### src/rtl/bit_scan_ctrl_if.sv
// Producer-side handshake and result bus for bit_scan_ctrl.
// master = word producer, slave = bit_scan_ctrl.
interface bit_scan_ctrl_if #(
  parameter int WORD_W = 16,
  parameter int IDX_W  = 4,
  parameter int CNT_W  = 5
);
  logic              start;
  logic [WORD_W-1:0] word;
  logic              busy;
  logic              done;
  logic [CNT_W-1:0]  hit_count;
  logic              hit_any;
  logic [IDX_W-1:0]  first_idx;

  modport master (
    output start, word,
    input  busy, done, hit_count, hit_any, first_idx
  );

  modport slave (
    input  start, word,
    output busy, done, hit_count, hit_any, first_idx
  );
endinterface

### src/rtl/bit_scan_ctrl.sv
// Serialises a word into a single-bit Moore detector and collects hit statistics.
// Build option: define BIT_SCAN_LSB_FIRST_EN to shift LSB first (default MSB first).
module bit_scan_ctrl #(
  parameter int WORD_W = 16,
  parameter int IDX_W  = 4,
  parameter int CNT_W  = 5
) (
  input  logic                 clk,
  input  logic                 rst,
  bit_scan_ctrl_if.slave       bus,
  output logic                 det_rst,
  output logic                 det_in,
  input  logic                 det_z
);

  typedef enum logic [1:0] {IDLE, CLR, SHIFT, DRAIN} state_t;

  localparam logic [IDX_W-1:0] LAST_IDX = IDX_W'(WORD_W - 1);

  state_t            state;
  logic [WORD_W-1:0] sr;
  logic [IDX_W-1:0]  k;
  logic              busy_q;
  logic              done_q;
  logic              det_in_q;
  logic [CNT_W-1:0]  hit_count_q;
  logic              hit_any_q;
  logic [IDX_W-1:0]  first_idx_q;

  logic              out_bit;
  logic [WORD_W-1:0] sr_next;
  logic              sample_en;
  logic [IDX_W-1:0]  sample_idx;

`ifdef BIT_SCAN_LSB_FIRST_EN
  assign out_bit = sr[0];
  assign sr_next = {1'b0, sr[WORD_W-1:1]};
`else
  assign out_bit = sr[WORD_W-1];
  assign sr_next = {sr[WORD_W-2:0], 1'b0};
`endif

  // det_z lags det_in by one cycle: SHIFT cycle k sees bit k-1, DRAIN sees the last bit.
  always_comb begin
    sample_en  = 1'b0;
    sample_idx = '0;
    if (state == SHIFT && k != '0) begin
      sample_en  = 1'b1;
      sample_idx = k - 1'b1;
    end else if (state == DRAIN) begin
      sample_en  = 1'b1;
      sample_idx = LAST_IDX;
    end
  end

  always_ff @(posedge clk) begin
    if (rst) begin
      state       <= IDLE;
      sr          <= '0;
      k           <= '0;
      busy_q      <= 1'b0;
      done_q      <= 1'b0;
      det_in_q    <= 1'b0;
      hit_count_q <= '0;
      hit_any_q   <= 1'b0;
      first_idx_q <= '0;
    end else begin
      done_q <= 1'b0;

      if (sample_en && det_z) begin
        if (hit_count_q != '1)
          hit_count_q <= hit_count_q + 1'b1;
        if (!hit_any_q) begin
          hit_any_q   <= 1'b1;
          first_idx_q <= sample_idx;
        end
      end

      case (state)
        IDLE: begin
          if (bus.start) begin
            sr     <= bus.word;
            busy_q <= 1'b1;
            state  <= CLR;
          end
        end
        CLR: begin
          hit_count_q <= '0;
          hit_any_q   <= 1'b0;
          first_idx_q <= '0;
          k           <= '0;
          det_in_q    <= out_bit;
          sr          <= sr_next;
          state       <= SHIFT;
        end
        SHIFT: begin
          if (k == LAST_IDX) begin
            det_in_q <= 1'b0;
            state    <= DRAIN;
          end else begin
            det_in_q <= out_bit;
            sr       <= sr_next;
            k        <= k + 1'b1;
          end
        end
        DRAIN: begin
          busy_q <= 1'b0;
          done_q <= 1'b1;
          state  <= IDLE;
        end
        default: state <= IDLE;
      endcase
    end
  end

  assign det_rst       = rst | (state == CLR);
  assign det_in        = det_in_q;
  assign bus.busy      = busy_q;
  assign bus.done      = done_q;
  assign bus.hit_count = hit_count_q;
  assign bus.hit_any   = hit_any_q;
  assign bus.first_idx = first_idx_q;

endmodule

### src/flat_wrapper.sv
// flat-port wrapper written by rule: the top's interface ports become plain ports
module bit_scan_ctrl_flat 
#(
  parameter int WORD_W = 16,
  parameter int IDX_W  = 4,
  parameter int CNT_W  = 5
)
  (clk, rst, det_rst, det_in, det_z, bus_start, bus_word, bus_busy, bus_done, bus_hit_count, bus_hit_any, bus_first_idx);
  bit_scan_ctrl_if #(.WORD_W(WORD_W), .IDX_W(IDX_W), .CNT_W(CNT_W)) bus_i ();
  input  logic clk;
  input  logic rst;
  output logic det_rst;
  output logic det_in;
  input  logic det_z;
  input wire logic [$bits(bus_i.start)-1:0] bus_start;
  input wire logic [$bits(bus_i.word)-1:0] bus_word;
  output wire logic [$bits(bus_i.busy)-1:0] bus_busy;
  output wire logic [$bits(bus_i.done)-1:0] bus_done;
  output wire logic [$bits(bus_i.hit_count)-1:0] bus_hit_count;
  output wire logic [$bits(bus_i.hit_any)-1:0] bus_hit_any;
  output wire logic [$bits(bus_i.first_idx)-1:0] bus_first_idx;
  assign bus_i.start = bus_start;
  assign bus_i.word = bus_word;
  assign bus_busy = bus_i.busy;
  assign bus_done = bus_i.done;
  assign bus_hit_count = bus_i.hit_count;
  assign bus_hit_any = bus_i.hit_any;
  assign bus_first_idx = bus_i.first_idx;
  bit_scan_ctrl #(.WORD_W(WORD_W), .IDX_W(IDX_W), .CNT_W(CNT_W)) u_core (.clk(clk), .rst(rst), .bus(bus_i), .det_rst(det_rst), .det_in(det_in), .det_z(det_z));
endmodule
### config.mk
export PLATFORM = sky130hd
export DESIGN_NAME = bit_scan_ctrl_flat
export DESIGN_NICKNAME = d
export VERILOG_FILES = /design/src/rtl/bit_scan_ctrl_if.sv /design/src/rtl/bit_scan_ctrl.sv /design/src/flat_wrapper.sv
export SDC_FILE = /design/constraint.sdc
export NUM_CORES = 1
export LEC_CHECK = 0
export CORE_ASPECT_RATIO = 1.75
export CORE_MARGIN = 2
export CORE_UTILIZATION = 30
export CTS_CLUSTER_DIAMETER = 40
export DETAILED_ROUTE_END_ITERATION = 8
export GPL_TIMING_DRIVEN = 0
export SLEW_MARGIN = 20
export SYNTH_ARGS = -nofsm -noshare
export SYNTH_HDL_FRONTEND = slang
export SYNTH_SLANG_ARGS = --single-unit
### constraint.sdc
create_clock -name clk -period 3.5 [get_ports clk]
set_input_delay 0.35 -clock clk [delete_from_list [all_inputs] [get_ports clk]]
set_output_delay 0.35 -clock clk [all_outputs]
set_load 0.01 [all_outputs]
**Yosys cells after proc, flatten, opt, wreduce, memory -nomap -nowiden**

Cells that the tools add are included.

- Flip-flop bits (word level): 35
- Input port bits: 20
- Output and inout port bits: 14

- Reduce and logical (&&, ||, !) cells: 14
- Bitwise gates (word level): 2
- Multiplexer cells: 16
- Eq/ne operators: 8
- Add/sub/neg operators: 3

Operators by type and width:

| kind | count |
|---|---|
| 16-bit one-hot mux with 3 select lines | 1 |
| 16-bit 2-to-1 mux | 2 |
| 4-bit 2-to-1 mux | 3 |
| 2-bit AND reduction | 5 |
| 2-bit one-hot mux with 4 select lines | 1 |
| 4-bit one-hot mux with 2 select lines | 1 |
| 2-bit != test (second input constant) | 3 |
| 5-bit by 1-bit adder with 5-bit output (second input constant) | 1 |
| 5-bit != test (second input constant) | 1 |
| 4-bit by 1-bit adder with 4-bit output (second input constant) | 1 |
| 2-bit equality test (second input constant) | 2 |
| 4-bit equality test (second input constant) | 1 |
| 1-bit 2-to-1 mux | 4 |
| 2-bit 2-to-1 mux | 2 |
| 1-bit one-hot mux with 2 select lines | 2 |
| 2-bit nonzero test | 2 |
| 4-bit nonzero test | 1 |
| 4-bit by 1-bit subtractor with 4-bit output (second input constant) | 1 |
| 3-bit AND reduction | 1 |
| 3-bit nonzero test | 1 |
| 2-bit by 1-bit equality test with 1-bit output (second input constant) | 1 |
| 1-bit logical AND | 2 |
| 2-bit logical NOT | 1 |
| 2-bit OR reduction | 1 |
| 2 further kinds | 2 |

**Logic depth before layout (Yosys ltp)**

Gate-level depths: netlist of run 1.

- Depth in word-level cells: 5
- Depth in mapped cells: 7
- Depth with buffers taken out: 6

**Least setup slack after synthesis of run 1**

Ideal clock, no wire load.

- Path type: register to register
- From: register u_core.hit_count_q[0] (netlist: u_core.bus.hit_count[0])
- To: register u_core.hit_count_q[2] (netlist: u_core.bus.hit_count[2])
- Period minus slack after synthesis: 1.607 ns
- Buffers on the path: 0
- Data arrival time: 1.483 ns
- Stages on the path, launching flop included: 7
- Slack: 1.893 ns
- Path through: dfxtp_1 > ha_1 > and3_1 > ha_1 > nor4b_1 > xnor2_1 > nor2_1

- Cells in the longest elaborated chain, start to end: 2

RTL lines:

| what | line | text |
|---|---|---|
| start: declaration | bit_scan_ctrl.sv:26 | `logic [CNT_W-1:0] hit_count_q;` |
| start signal: assignment | bit_scan_ctrl.sv:72 | `hit_count_q <= hit_count_q + 1'b1;` |
| parallel branches: the longest is 2 deep, another holds 5-bit by 1-bit adder with 5-bit output | -- |  |

Several ways; the timed one is not identified.
A chain may end at the register's enable or synchronous reset.

**Worst setup path in the final report of run 1**

- From: register u_core.state[1]
- To: output det_rst

- Cells in the longest elaborated chain, start to end: 2

RTL lines:

| what | line | text |
|---|---|---|
| start: declaration | bit_scan_ctrl.sv:20 | `state_t state;` |
| start signal: assignment | bit_scan_ctrl.sv:58 | `state <= IDLE;` |
| start signal: assignment | bit_scan_ctrl.sv:84 | `state <= CLR;` |
| start signal: assignment | bit_scan_ctrl.sv:94 | `state <= SHIFT;` |
| 2-bit by 1-bit equality test with 1-bit output | bit_scan_ctrl.sv:116 | `assign det_rst = rst \| (state == CLR);` |
| 1-bit bitwise OR | bit_scan_ctrl.sv:116 |  |
| end: declaration | flat_wrapper.sv:12 | `output logic det_rst;` |

Every way passes these cells.

==> flow_metrics.tcl, run 1 <==
set metrics [dict create \
    hold_buffers 0 \
    synthFlopType "dfxtp_1" \
    ir_drop_mv 0.2820 \
    drt-vias-per-instance 4.684 \
    slew_headroom_pct 68.79 \
    synth-simple-area-share_pct 19.97 \
    synth_sequential_area_ratio_pct 41.27 \
    antenna_found_initial 0 \
    dp_hpwl_mm 2.743 \
    worstHoldPathType "in2reg" \
    drive_above_1_share_pct 9.502 \
    numCtsBuffers 5 \
    startpoint "u_core.state[1]" \
    pre_cts_ws_ns 1.272 \
    dr.pass1.iters 4 \
    synth.cell_area_sq_um 1698 \
    clock_latency_ns 0.29 \
    yosys_warnings 0 \
    crit_family "buffers and inverters" \
    arrival_ns 2.15 \
    initial_core_util_pct 30.90 \
    tightest_slew_ns 0.4664 \
    post-route-util_pct 39.94 \
    die_w_microns 60.87 \
    slowest_stage "clkdlybuf4s50_1" \
    pwr-share-seq_pct 34.7 \
    grt_usage_pct 12.53 \
    drtAntennaViolNets 0 \
    finalHoldViolCount 0 \
    ys_types 37 \
    netlist_instances 181 \
    num_vias 1391 \
    dieHeight_microns 103.5 \
    path_cells "inv_1, ha_1, nor2_1, inv_1, clkdlybuf4s50_1" \
    synth_fp_nets 209 \
    timing.critical_path.buf_inv 3 \
    synth-edff-count 0 \
    power_frac_comb_pct 47.7 \
    status "finished clean" \
    rows 36 \
    worstSetupEndpointType "primary output" \
    cts.htree.levels 2 \
    cp_common_cell "inv_1" \
    clockPowerShare_pct 17.6 \
    fin_skew_ns 0.003842 \
    layout.nets 248 \
    cts_resized 0 \
    report.final.setup_viol 0 \
    cpPeakStageDelay_ns 0.53 \
    max_cap_viol_count 0 \
    clkSlewWorstSetupHoldPaths_ns 0.07 \
    io_buffers 32 \
    switching_share_pct 38.03 \
    clock_path_buffers 2 \
    whs_endpoint "u_core.bus.done" \
    synthAdderAreaFrac_pct 5.895 \
    rsz0062_at_grt "false" \
    synth_compound_area_share_pct 14.59 \
    critPathLaunchType "flop" \
    period_needed_ns 2.496 \
    design.die.area_sq_um 6301 \
    io_pins 34 \
    fin_crit_sh_pct 71.32 \
    root_buffer "clkbuf_8" \
    synth-async-reset-ratio_pct 0 \
    cellLeakagePower_nw 0.8445 \
    synth-xor-area-share_pct 2.063 \
    grt_pass1_vias 1415 \
    r2r_setup_slack_ns 1.77 \
    place_area_sq_um 2113 \
    wl_per_cell_microns 12.00 \
    synth_top_family_by_area "simple AND/OR/NAND/NOR gates" \
    drcViolationCount 0 \
    slew_viol_final 0 \
    critical_path.max_fanout 7 \
    gp_congestion 0.7195 \
    synth_mux_area_share_pct 10.69 \
    min_path_cells 2 \
    min_from "rst" \
    area_growth_pct 29.26 \
    clock-sinks 35 \
    wl_mm 3.565 \
    rr_worst_depth 6 \
    n_antenna_cell 0 \
    core_area_sq_um 5495 \
    power_density_nw_per_um2 727.7 \
    grt_max_degree 11 \
    switchingPower_w 0.0006073 \
    crit_required_ns 3.15 \
    tns_ns 0 \
    synth_seq_cells 35 \
    crit_type "reg2out" \
    postCtsSetupBuffers 0 \
    max_freq_ghz 0.4006 \
    cts_tree "built" \
    fin_ws_ns 1.004 \
    r2r_start "u_core.k[0]" \
    grt_pass1_wl_mm 6.044 \
    internal_power_w 0.0009898 \
    drt_iter0_drc 37 \
    syn_avg_cell_area_sq_um 9.381 \
    gr-total-overflow 0 \
    regToRegEndpoint "u_core.bus.first_idx[2]" \
    design_area_sq_um 2195 \
]
per-stage QoR:
stage               cells  hold slack (ns)  power [W]
finish                297           0.4002   0.001597
global route          297           0.4630   0.001736
CTS                   297           0.4171   0.001626
detailed placement    289           0.4658   0.001341
global placement      289           0.4594   0.001328
floorplan             181           0.4449   0.001156
worst register-to-register path, cell delays in order, from the launching register on:
cell and delay [ns]:
dfxtp_1 0.45, inv_1 0.10, ha_1 0.26, nor4b_4 0.17, nor3_2 0.34, nor2_1 0.09
a311oi_2 0.23
worst max-delay path by stage:
stage	to	slack, ns	cells after the start
3_3_place_gp	det_rst	1.28	5
3_5_place_dp	det_rst	1.27	5
6_report	det_rst	1.00	5
5_1_grt	det_rst	0.76	5
2_1_floorplan	u_core.bus.hit_count[2]	1.89	6
4_1_cts	det_rst	0.95	5
sequential cells by signal, indices dropped and copies added, names as in the netlist:
signal / cells
u_core.bus.done: 1
u_core.bus.hit_count: 5
u_core.bus.hit_any: 1
u_core.bus.first_idx: 4
u_core.sr: 16
u_core.det_in: 1
u_core.bus.busy: 1
u_core.k: 4
u_core.state: 2
cell type report:
class,count,area (sq um)
fillers,571,3301
inverters,6,22.52
repair buffers,32,320.3
well taps,76,95.09
multi-input cells,129,903.4
clock inverters,1,5.005
flip-flops and latches,35,700.7
plain buffers,11,71.32
clock buffers,7,76.32
power by group through the flow:
stage | sequential, W | clock [W] | combinational (W)
5_1_grt | 0.000566 | 0.000305 | 0.000865
3_5_place_dp | 0.000564 | 0 | 0.000777
6_report | 0.000554 | 0.000282 | 0.000762
4_1_cts | 0.000554 | 0.000292 | 0.000780
2_1_floorplan | 0.000554 | 0 | 0.000602
3_3_place_gp | 0.000560 | 0 | 0.000768
kinds of logic (layout without fill, tap and decap cells):
| logic type | count (synthesis) | count (layout) |
|---|---|---|
| simple gates | 66 | 66 |
| compound gates | 33 | 33 |
| buf+inv | 17 | 57 |
| fa+ha+maj | 8 | 8 |
| flops | 35 | 35 |
| mux | 18 | 18 |
| xor+xnor | 4 | 4 |
synth_stat cells (2+ instances only):
master,number,area [sq um]
nor3_1,2,10.01
clkbuf_1,3,11.26
ha_1,8,100.1
buf_2,3,15.01
nor2_1,33,123.9
buf_4,3,22.52
nand2b_1,5,31.28
a21oi_1,5,25.02
dfxtp_1,35,700.7
nand3b_1,2,15.01
o21ai_0,2,10.01
nand2_1,7,26.28
inv_1,6,22.52
buf_6,2,22.52
xnor2_1,3,26.28
a211oi_1,17,127.6
and3_1,3,18.77
nand4_1,2,12.51
nand3_1,6,30.03
mux2i_1,17,170.2
layer usage:
metal	up-vias	track usage, %	share of wire, %
li1	719	-	-
met1	639	12.02	38
met2	27	23.27	55
met3	6	2.747	3.8
met4	0	6.056	2.4
met5	-	0	0
cell usage in the layout (no fill, tap or decap), drive strengths merged, types with 3 or more instances in the layout:
cell / instances
ha: 8
xnor2: 3
o21ai: 3
nand2: 7
nand2b: 5
buf: 8
a21oi: 5
mux2i: 17
and3: 3
nor3: 4
a211oi: 17
inv: 6
nor2: 33
nand3: 6
dfxtp: 35
clkbuf: 10
clkdlybuf4s50: 32
(Power assumes the default switching activity.)
==> inputs of run 2 (changes only) <==
Clock period 3.5 ns to 2.4 ns, I/O delays scaled along.
==> flow_metrics.tcl, run 2 (synthesis gave the netlist of run 1 again) <==
set metrics [dict create \
    drt_iter0_drc 37 \
    path_cells "inv_1, ha_1, nor2_4, inv_1, clkdlybuf4s50_1" \
    pre_cts_ws_ns 0.2824 \
    status "finished clean" \
    gr-total-overflow 0 \
    clock-sinks 35 \
    cpPeakStageDelay_ns 0.51 \
    grt_usage_pct 12.53 \
    finalHoldViolCount 0 \
    root_buffer "clkbuf_8" \
    clkSlewWorstSetupHoldPaths_ns 0.07 \
    crit_required_ns 2.16 \
    rows 36 \
    fin_ws_ns 0.2789 \
    seq_area_sq_um 700.7 \
    holdWs_ns 0.3256 \
    drtAntennaViolNets 0 \
    period_needed_ns 2.121 \
    dieHeight_microns 103.5 \
    n_antenna_cell 0 \
    clock_latency_ns 0.28 \
    antenna_found_initial 0 \
    worstHoldPathType "in2reg" \
    gp_congestion 0.7195 \
    clockPowerShare_pct 17.6 \
    max_cap_viol_count 0 \
    clock_path_buffers 2 \
    power_density_nw_per_um2 1061 \
    postCtsSetupBuffers 0 \
    crit_type "reg2out" \
    io_buffers 32 \
    power_frac_comb_pct 47.9 \
    numCtsBuffers 5 \
    grt_pass1_vias 1415 \
    rsz0062_at_grt "false" \
    worstSetupEndpointType "primary output" \
    fin_skew_ns 0.003749 \
    design.die.area_sq_um 6301 \
    fin_crit_sh_pct 88.38 \
    tns_ns 0 \
    grt_pass1_wl_mm 6.044 \
    cts_tree "built" \
    design_area_sq_um 2202 \
    layout.nets 248 \
    crit_family "buffers and inverters" \
    area_growth_pct 29.70 \
    initial_core_util_pct 30.90 \
    io_pins 34 \
    largest_reg_flops 16 \
    critPathLaunchType "flop" \
    die_w_microns 60.87 \
    pwr-share-seq_pct 34.6 \
    mostFrequentLayoutCell "dfxtp_1" \
    cts.htree.levels 2 \
    num_vias 1392 \
    slew_headroom_pct 68.97 \
    fill_cells 571 \
    report.final.setup_viol 0 \
    wl_per_cell_microns 12.01 \
    fin_cells 297 \
    multiInputGateArea_sq_um 910.9 \
    slew_viol_final 0 \
    timing.critical_path.buf_inv 3 \
    drt-vias-per-instance 4.687 \
    cp_common_cell "inv_1" \
    place_area_sq_um 2113 \
    dp_hpwl_mm 2.743 \
    tightest_slew_ns 0.4654 \
    top_register "u_core.sr" \
    arrival_ns 1.88 \
    grt_max_degree 11 \
    critical_path.max_fanout 7 \
    internal_power_w 0.001447 \
    final_cell_mix "dfxtp_1 (35), nor2_1 (32), clkdlybuf4s50_1 (32)" \
    switchingPower_w 0.0008896 \
    placed_cells 289 \
    wl_mm 3.566 \
    ir_drop_mv 0.4116 \
    drcViolationCount 0 \
    slowest_stage "clkdlybuf4s50_1" \
    max_freq_ghz 0.4714 \
    dr.pass1.iters 4 \
    cellLeakagePower_nw 0.8457 \
    switching_share_pct 38.07 \
    drive_above_1_share_pct 9.955 \
    core_area_sq_um 5495 \
]
==> run 2: timing repair <==
item                                    CTS  global route
resized for setup                         1             1
endpoints found under the setup margin    1             1
hold buffers                              0             0
endpoints found under the hold margin     0             0
pin swaps                                 0             0
==> run 2: cell type report <==
class / count / area share, %
buffer: 11 / 3.239
inverter: 6 / 1.023
multi-input combinational: 129 / 41.36
sequential: 35 / 31.82
clock buffer: 7 / 3.466
tap: 76 / 4.318
timing repair buffer: 32 / 14.55
clock inverter: 1 / 0.2273
==> run 2: power groups by stage <==
stage / Sequential (W) / Combinational [W] / Clock (W)
finish: 0.000807 / 0.00112 / 0.000410
detailed placement: 0.000822 / 0.00113 / 0
floorplan: 0.000807 / 0.000878 / 0
global route: 0.000826 / 0.00127 / 0.000444
global placement: 0.000817 / 0.00112 / 0
CTS: 0.000808 / 0.00114 / 0.000426
==> run 2: routing by layer <==
layer / vias to the layer above / track usage [%] / part of all wire [%]
li1: 719 / - / -
met4: 0 / 6.056 / 2.4
met3: 6 / 2.747 / 3.8
met1: 640 / 12.02 / 38
met2: 27 / 23.27 / 56
met5: - / 0 / 0
==> run 2: through the flow <==
stage | power [W] | utilization, %
6_report | 0.002337 | 40.07
5_1_grt | 0.002541 | 40.07
4_1_cts | 0.002374 | 39.98
3_5_place_dp | 0.001955 | 38.46
3_3_place_gp | 0.001937 | 38.46
2_1_floorplan | 0.001685 | -
==> run 2: final timing paths <==
check                                     start                       to  slack, ns  cells after the start
worst max-delay path            u_core.state[1]                  det_rst       0.28                      5
worst max register to register      u_core.k[0]  u_core.bus.first_idx[2]       0.67                      6
worst min register to register     u_core.sr[0]             u_core.sr[0]       0.47                      2
worst min-delay path                        rst          u_core.bus.done       0.33                      2
